### src/rtl/muldiv_unit.sv
// Multi-cycle RV32M multiply/divide unit with a shared shift-add / restoring-subtract datapath.
// Optional MULDIV_FAST_SPECIAL_EN: divide-by-zero and signed overflow bypass CALC.
module muldiv_unit #(
    parameter int WIDTH = 32
) (
    input  logic             clk,
    input  logic             rst_n,
    input  logic             valid,
    input  logic [2:0]       op,
    input  logic [WIDTH-1:0] in_a,
    input  logic [WIDTH-1:0] in_b,
    output logic             busy,
    output logic             ready,
    output logic [WIDTH-1:0] result
);

    localparam int CW = $clog2(WIDTH);
    localparam logic [CW-1:0] LAST = CW'(WIDTH - 1);
    localparam logic [WIDTH-1:0] MIN = {1'b1, {(WIDTH-1){1'b0}}};
    localparam logic [WIDTH-1:0] ZERO = '0;

    typedef enum logic [1:0] {IDLE, CALC, FIX, OUT} state_t;

    state_t state_q, state_d;

    logic [2:0]         op_q;
    logic [WIDTH-1:0]   a_mag_q, b_mag_q;
    logic               neg_res_q, neg_rem_q;
    logic               div_zero_q, ovf_q;
    logic [CW-1:0]      cnt_q;
    logic [2*WIDTH-1:0] acc_q;

    logic               a_signed, b_signed, a_neg, b_neg;
    logic               div_zero, ovf, special, accept;
    logic [WIDTH-1:0]   a_mag, b_mag;

    always_comb begin
        a_signed = op[2] ? ~op[0] : ~(op[1] & op[0]);
        b_signed = op[2] ? ~op[0] : ~op[1];
        a_neg    = a_signed & in_a[WIDTH-1];
        b_neg    = b_signed & in_b[WIDTH-1];
        a_mag    = a_neg ? -in_a : in_a;
        b_mag    = b_neg ? -in_b : in_b;
        div_zero = (in_b == ZERO);
        ovf      = op[2] & ~op[0] & (in_a == MIN) & (in_b == ~ZERO);
`ifdef MULDIV_FAST_SPECIAL_EN
        special  = op[2] & (div_zero | ovf);
`else
        special  = 1'b0;
`endif
        accept   = (state_q == IDLE) & valid;
    end

    always_ff @(posedge clk or negedge rst_n) begin
        if (!rst_n) state_q <= IDLE;
        else        state_q <= state_d;
    end

    always_comb begin
        state_d = state_q;
        case (state_q)
            IDLE: if (valid) state_d = special ? FIX : CALC;
            CALC: if (cnt_q == LAST) state_d = FIX;
            FIX:  state_d = OUT;
            OUT:  state_d = IDLE;
            default: state_d = IDLE;
        endcase
    end

    // One iteration: multiply adds into the high half and shifts right;
    // divide shifts left and subtracts when the partial remainder allows.
    logic [WIDTH:0]     msum, cand;
    logic [WIDTH-1:0]   diff;
    logic               qbit;
    logic [2*WIDTH-1:0] acc_step;

    always_comb begin
        msum = {1'b0, acc_q[2*WIDTH-1:WIDTH]}
             + {1'b0, (acc_q[0] ? a_mag_q : ZERO)};
        cand = acc_q[2*WIDTH-1:WIDTH-1];
        diff = cand[WIDTH-1:0] - b_mag_q;
        qbit = (cand >= {1'b0, b_mag_q});
        if (op_q[2])
            acc_step = {(qbit ? diff : cand[WIDTH-1:0]),
                        acc_q[WIDTH-2:0], qbit};
        else
            acc_step = {msum, acc_q[WIDTH-1:1]};
    end

    logic [2*WIDTH-1:0] prod;
    logic [WIDTH-1:0]   quo_s, rem_s, a_orig, fix_val;
    logic               mul_lo, mul_hi, is_div, is_rem;

    always_comb begin
        prod    = neg_res_q ? -acc_q : acc_q;
        quo_s   = neg_res_q ? -acc_q[WIDTH-1:0] : acc_q[WIDTH-1:0];
        rem_s   = neg_rem_q ? -acc_q[2*WIDTH-1:WIDTH]
                            : acc_q[2*WIDTH-1:WIDTH];
        a_orig  = neg_rem_q ? -a_mag_q : a_mag_q;
        mul_lo  = (op_q == 3'b000);
        mul_hi  = ~op_q[2] & (op_q[1:0] != 2'b00);
        is_div  = op_q[2] & ~op_q[1];
        is_rem  = op_q[2] & op_q[1];
        fix_val = ZERO;
        unique case (1'b1)
            mul_lo: fix_val = prod[WIDTH-1:0];
            mul_hi: fix_val = prod[2*WIDTH-1:WIDTH];
            is_div: fix_val = div_zero_q ? ~ZERO
                            : ovf_q      ? MIN : quo_s;
            is_rem: fix_val = div_zero_q ? a_orig
                            : ovf_q      ? ZERO : rem_s;
            default: fix_val = ZERO;
        endcase
    end

    always_ff @(posedge clk or negedge rst_n) begin
        if (!rst_n) begin
            op_q       <= 3'b000;
            a_mag_q    <= ZERO;
            b_mag_q    <= ZERO;
            neg_res_q  <= 1'b0;
            neg_rem_q  <= 1'b0;
            div_zero_q <= 1'b0;
            ovf_q      <= 1'b0;
            cnt_q      <= '0;
            acc_q      <= '0;
            result     <= ZERO;
        end else begin
            if (accept) begin
                op_q       <= op;
                a_mag_q    <= a_mag;
                b_mag_q    <= b_mag;
                neg_res_q  <= a_neg ^ b_neg;
                neg_rem_q  <= a_neg;
                div_zero_q <= div_zero;
                ovf_q      <= ovf;
                cnt_q      <= '0;
                acc_q      <= {ZERO, (op[2] ? a_mag : b_mag)};
            end else if (state_q == CALC) begin
                acc_q <= acc_step;
                if (cnt_q != LAST) cnt_q <= cnt_q + CW'(1);
            end
            if (state_q == FIX) result <= fix_val;
        end
    end

    assign busy  = (state_q != IDLE);
    assign ready = (state_q == OUT);

endmodule

### config.mk
export PLATFORM = sky130hd
export DESIGN_NAME = muldiv_unit
export DESIGN_NICKNAME = d
export VERILOG_FILES = /design/src/rtl/muldiv_unit.sv
export SDC_FILE = /design/constraint.sdc
export NUM_CORES = 1
export LEC_CHECK = 0
export ABC_AREA = 1
export ABC_CLOCK_PERIOD_IN_PS = 2600
export CORE_UTILIZATION = 45
export CTS_BUF_LIST = sky130_fd_sc_hd__clkbuf_4
export DETAILED_ROUTE_END_ITERATION = 16
export PLACE_DENSITY = 0.71
export SLEW_MARGIN = 20
export SYNTH_ARGS = -nofsm -noshare
export SYNTH_HDL_FRONTEND = slang
export SYNTH_SLANG_ARGS = --single-unit
### constraint.sdc
create_clock -name clk -period 2.6 [get_ports clk]
set_clock_uncertainty 0.05 [all_clocks]
set_input_delay 0.26 -clock clk [delete_from_list [all_inputs] [get_ports clk]]
set_output_delay 0.26 -clock clk [all_outputs]
set_load 0.03 [all_outputs]
Word-level counts from Yosys, hierarchy flattened. Cells that the tools add are included.

Register bits: 174. Bits of input ports: 70. Output and inout port bits: 34. Word-level logic and storage cells: 80.

Add/sub/neg operators: 9. Magnitude comparators: 1. Equality and inequality tests: 9. Muxes and demuxes: 25. Bitwise logic cells: 16. Reduce and logical (&&, ||, !) cells: 9.

Operator list (number): 2-to-1 mux 32 bit (12); 2-to-1 mux 64 bit (4); negator 32 bit (5); one-hot mux 32 bit (4 select lines) (1); == test 32 bit (second input constant) (2); negator 64 bit (1); adder 32 x 32 -> 33 bit (1); >= comparator 33 x 32 -> 1 bit (1); zero test 32 bit (1); subtractor 32 bit (1); 2-to-1 mux 5 bit (3); bitwise AND 1 bit (10); one-hot mux 2 bit (4 select lines) (1); nonzero test 2 bit (4); adder 5 x 1 -> 5 bit (second input constant) (1); == test 5 bit (second input constant) (1); inequality test 5 bit (second input constant) (1); inverter 1 bit (5); == test 2 bit (second input constant) (2); 2-to-1 mux 2 bit (2); inequality test 2 bit (second input constant) (2); AND reduction 2 bit (2); zero test 3 bit (1); == test 2 x 1 -> 1 bit (second input constant) (1); 3 further kinds (4).

Longest topological paths before layout.
Depth in word-level cells: 7. Mapped depth: 19. Depth with buffers taken out: 18.

Least setup slack after synthesis. No wires, ideal clock.

Path type: flip-flop to flip-flop. Start point: register acc_q[0]. End point: register acc_q[61]. Library setup time: 118 ps. Arrival: 2190 ps. Data required time: 2432 ps. Setup slack: 242 ps. Cell stages (with the launch flop): 17. Buffers on the path: 1. Clock period less this slack: 2358 ps. Cell sequence: dfrtp_1 buf_2 nand2_1 inv_1 ha_1 inv_1 fa_1 o21ai_0 nand2_1 nand2_1 nand2_1 nand2_1 nand3_1 nand3_1 nand3_1 nand3_1 nand2_1.

Cells in the longest elaborated chain, start to end: 5.

Ends and longest elaborated chain: from (decl) (line 31) `logic [2*WIDTH-1:0] acc_q;`; from (signal assigned) (line 138) `acc_q <= {ZERO, (op[2] ? a_mag : b_mag)};`; from (signal assigned) (line 140) `acc_q <= acc_step;`; 2-to-1 mux 32 bit (line 79) `+ {1'b0, (acc_q[0] ? a_mag_q : ZERO)};`; adder 32 x 32 -> 33 bit (line 79); 2-to-1 mux 64 bit (line 83) `if (op_q[2])`; 2-to-1 mux 64 bit (line 139) `end else if (state_q == CALC) begin`; 2-to-1 mux 64 bit (line 129) `if (accept) begin`.

Every way passes these cells. The select of a mux whose other input is x is not followed. A chain may end at the register's enable or synchronous reset.

Worst setup path in the final report.
Start point: register acc_q[0]. End point: register result[14].

Cells in the longest elaborated chain, start to end: 5. Elaborated cells on any way between the ends: 7. Classes of those cells: add/sub: 2; mux: 5.

Ends and longest elaborated chain: negator 32 bit (line 96) `quo_s = neg_res_q ? -acc_q[WIDTH-1:0] : acc_q[WIDTH-1:0];`; 2-to-1 mux 32 bit (line 96); 2-to-1 mux 32 bit (line 109) `: ovf_q ? MIN : quo_s;`; 2-to-1 mux 32 bit (line 108) `is_div: fix_val = div_zero_q ? ~ZERO`; one-hot mux 32 bit (4 select lines) * (line 105) `unique case (1'b1)`; to (signal assigned) (line 143) `if (state_q == FIX) result <= fix_val;`; to (decl) (line 14) `output logic [WIDTH-1:0] result`.

Mark *: on every way between the ends. The rest lies on a longest branch, timed or not.

==> summary.txt <==
Global routing
  • Vias in the first global route: 22400
  • First-pass GRT wire length: 135000 um
  • Gr usage total: 41.0%
  • Gr ovfl total: 0
  • Largest net degree at the start of global routing: 75
  • Initial antenna violation count: 2

Detailed routing
  • Vias: 24800
  • Average wire per standard cell: 20.5 um
  • Post-Route WL: 91300 um
  • Via-to-Cell Ratio: 5.56
  • DRT iter0 DRCs: 3143
  • First drt pass iteration count: 9
  • Final ANT Viol Nets: 0
  • Drc violations: 0

Yosys
  • Seq/Total Area, Yosys: 21.9%
  • Register bit total from synthesis: 174
  • Yosys warnings: 0
  • Syn Nets: 3702
  • Synth top area cells: nand2_1 22%, dfrtp_1 22%, inv_1 9.5%, nand3_1 8.7%, nor2_1 7.8%
  • Most frequent cells after synthesis: 1172 x nand2_1, 502 x inv_1, 411 x nor2_1
  • Post-Syn Area: 19900 sq um
  • Top_reg_cell synth: dfrtp_1
  • Synth top area share: 22.1%
  • Post-synth EDFFs: 0
  • Mean post-synth cell area: 5.59 sq um
  • Async SR Flop Fraction: 100%
  • Synth Instances: 3553
  • Top-count cell post-synth: nand2_1
  • Yosys cell types: 56
  • Synth area leader: nand2_1

Pwr
  • Maximum VDD drop: 0.000777 V
  • PwrDens: 1300 nW/um^2
  • Pleak: 12.5 nW
  • Total power: 31.5 mW

Timing
  • Final Hold Fails: 0
  • Fin crit period: 2.60 ns
  • Max frequency: 385 MHz
  • RSZ-0062 raised after global routing: true
  • Crit share post-route: 100%
  • Rel. slew slack: 56.2%
  • Total Neg Setup Slack: 0 ns
  • Final hold slack: 0.0581 ns
  • Final setup vio count: 0
  • Slew Limit Fails: 0
  • Actual slew at the worst max-slew pin: 0.650 ns

Setup path
  • Required @ worst endpoint: 3.25 ns
  • Crit path DAT: 3.25 ns
  • Reg2reg path depth: 13
  • Crit. path cell count: 13
  • Crit-path max FO: 7
  • Type of destination of the critical path: flop
  • Setup slack, reg-to-reg: 0.0004 ns
  • Worst path cell trace: buf_4, inv_4, ha_4, nand2_1, nor2_2, nand2_2, nor2_4, nand4_1, buf_4, o211ai_1, a21oi_1, nor2_1, nor2_1
  • Crit. Startpoint: acc_q[0]
  • Worst path bufs/invs: 3
  • CP Class: flop to flop
  • Worst r2r src: acc_q[0]
  • Crit-path leading delay family: simple AND/OR/NAND/NOR gates
  • Slowest CP cell: dfrtp_2
  • End of the worst register-to-register path: result[14]
  • Critical Path End: result[14]
  • Type of origin of the critical path: flop
  • CP max stage delay: 0.48 ns

Die
  • Die extent in x: 212 um
  • Num ports: 104
  • Starting Density: 45.9%
  • Rows: 76
  • Placeable Area: 43300 sq um
  • Die H: 212 um
  • Die ar.: 45000 sq um

CTS
  • Worst-Skew Late Latency: 0.84 ns
  • Clk root buf: clkbuf_4
  • CTS tree: built
  • Longest Clk Path Bufs: 2
  • CTS H-tree depth: 4
  • Cts bufs inserted: 17
  • CTS sink cnt: 174
  • Clock transition at path regs: 0.18 ns

Placement
  • Dpl cell area: 23500 sq um
  • DPL Wire Length: 76100 um
  • GPL Wtd Cong: 1.08
  • Input/output buffers: 103

Layout
  • Design area: 24100 sq um
  • Layout cells sized above 1: 11.7%
  • Area Overhead vs Synth: 21.4%
  • Post-layout nets: 4003

Hold path
  • Worst hold path class: input port to flop

Job
  • MaxCap Viol Count: 0

Status
  • Status: completed
[stage by stage]
stage                     utilization, %  setup WS (ns)  cells
after floorplan                        -          0.242   3553
after global routing                55.7        -0.0559   4454
final                               55.8       0.000393   4456
after detailed placement            54.2        -0.0262   4414
after global placement              54.2         0.0245   4414
after CTS                           55.0         0.0329   4450
[worst register-to-register path, stage by stage, from the launching register on]
cell      delay [ns]
dfrtp_2         0.48
buf_4           0.16
inv_4           0.07
ha_4            0.15
nand2_1         0.06
nor2_2          0.15
nand2_2         0.11
nor2_4          0.19
nand4_1         0.26
buf_4           0.25
o211ai_1        0.16
a21oi_1         0.08
nor2_1          0.20
nor2_1          0.06
[routing by layer]
| metal | vias up | part of all wire (%) | track usage [%] |
|---|---|---|---|
| met5 | - | 0 | 0 |
| met4 | 0 | 6.6 | 24.7 |
| met3 | 256 | 11 | 11.3 |
| met2 | 1350 | 41 | 58.2 |
| met1 | 11200 | 42 | 55.0 |
| li1 | 12000 | - | - |
[layout make-up]
type / count / area [sq um]
repair buffers: 389 / 3370
clock inverters: 15 / 163
diodes: 4 / 10.0
well taps: 585 / 732
inverters: 512 / 1930
clock buffers: 17 / 128
fillers: 4604 / 19100
multi-input cells: 2760 / 13400
flip-flops and latches: 174 / 4360
[cells in the final DEF, fill, tap and decap left out, drive strengths merged, types with 18 or more instances in the layout]
cell,synthesis,final
nand2,1182,1182
inv,511,519
nor2,428,428
nand3,347,347
buf,34,282
o21ai,278,278
dfrtp,174,174
a21oi,163,163
clkdlybuf4s50,0,101
ha,77,77
nand4,62,62
xor2,59,59
nor3,34,34
nand3b,22,22
or2,19,19
clkbuf,73,18
[power breakdown]
group / total (mW) / switching, mW / leakage [nW] / internal [mW]
combinational: 24.3 / 15.8 / 10.3 / 8.50
clock: 1.72 / 1.28 / 0.154 / 0.447
sequential: 5.40 / 1.39 / 2.09 / 4.01
[how the worst min path moves through the flow]
| stage | start | slack [ns] | cells after the start | endpoint |
|---|---|---|---|---|
| floorplan | rst_n | -0.09 | 0 | a_mag_q[0] |
| global route | op[0] | 0.09 | 3 | op_q[0] |
| CTS | op[0] | 0.01 | 3 | op_q[0] |
| detailed placement | rst_n | 0.23 | 2 | a_mag_q[30] |
| finish | op[0] | 0.06 | 3 | op_q[0] |
| global placement | rst_n | 0.23 | 2 | a_mag_q[30] |
[registers in the layout (all words and copies together) (netlist names)]
register	flops
b_mag_q	32
neg_res_q	1
cnt_q	5
acc_q	64
op_q	3
a_mag_q	32
neg_rem_q	1
state_q	2
ovf_q	1
div_zero_q	1
result	32
[cells by family (layout without fill, tap and decap cells)]
logic type	count (synthesis)	after routing	share of synthesized area, %
and+or+nand+nor	2106	2106	44.4
adders and majority gates	79	79	5.05
DFF	174	174	21.9
xor gates and xnor gates	69	69	3.04
other	0	4	0
buffers and inverters	619	933	11.9
AOI/OAI and AO/OA	506	506	13.6
[what timing repair did]
item / in CTS / in global routing
setup endpoints to repair: 2 / 52
setup buffers: 0 / 3
resized for setup: 2 / 88
hold endpoints to repair: 176 / 0
hold buffers: 4 / 0
pin swaps: 0 / 12
(Power assumes the default switching activity.)
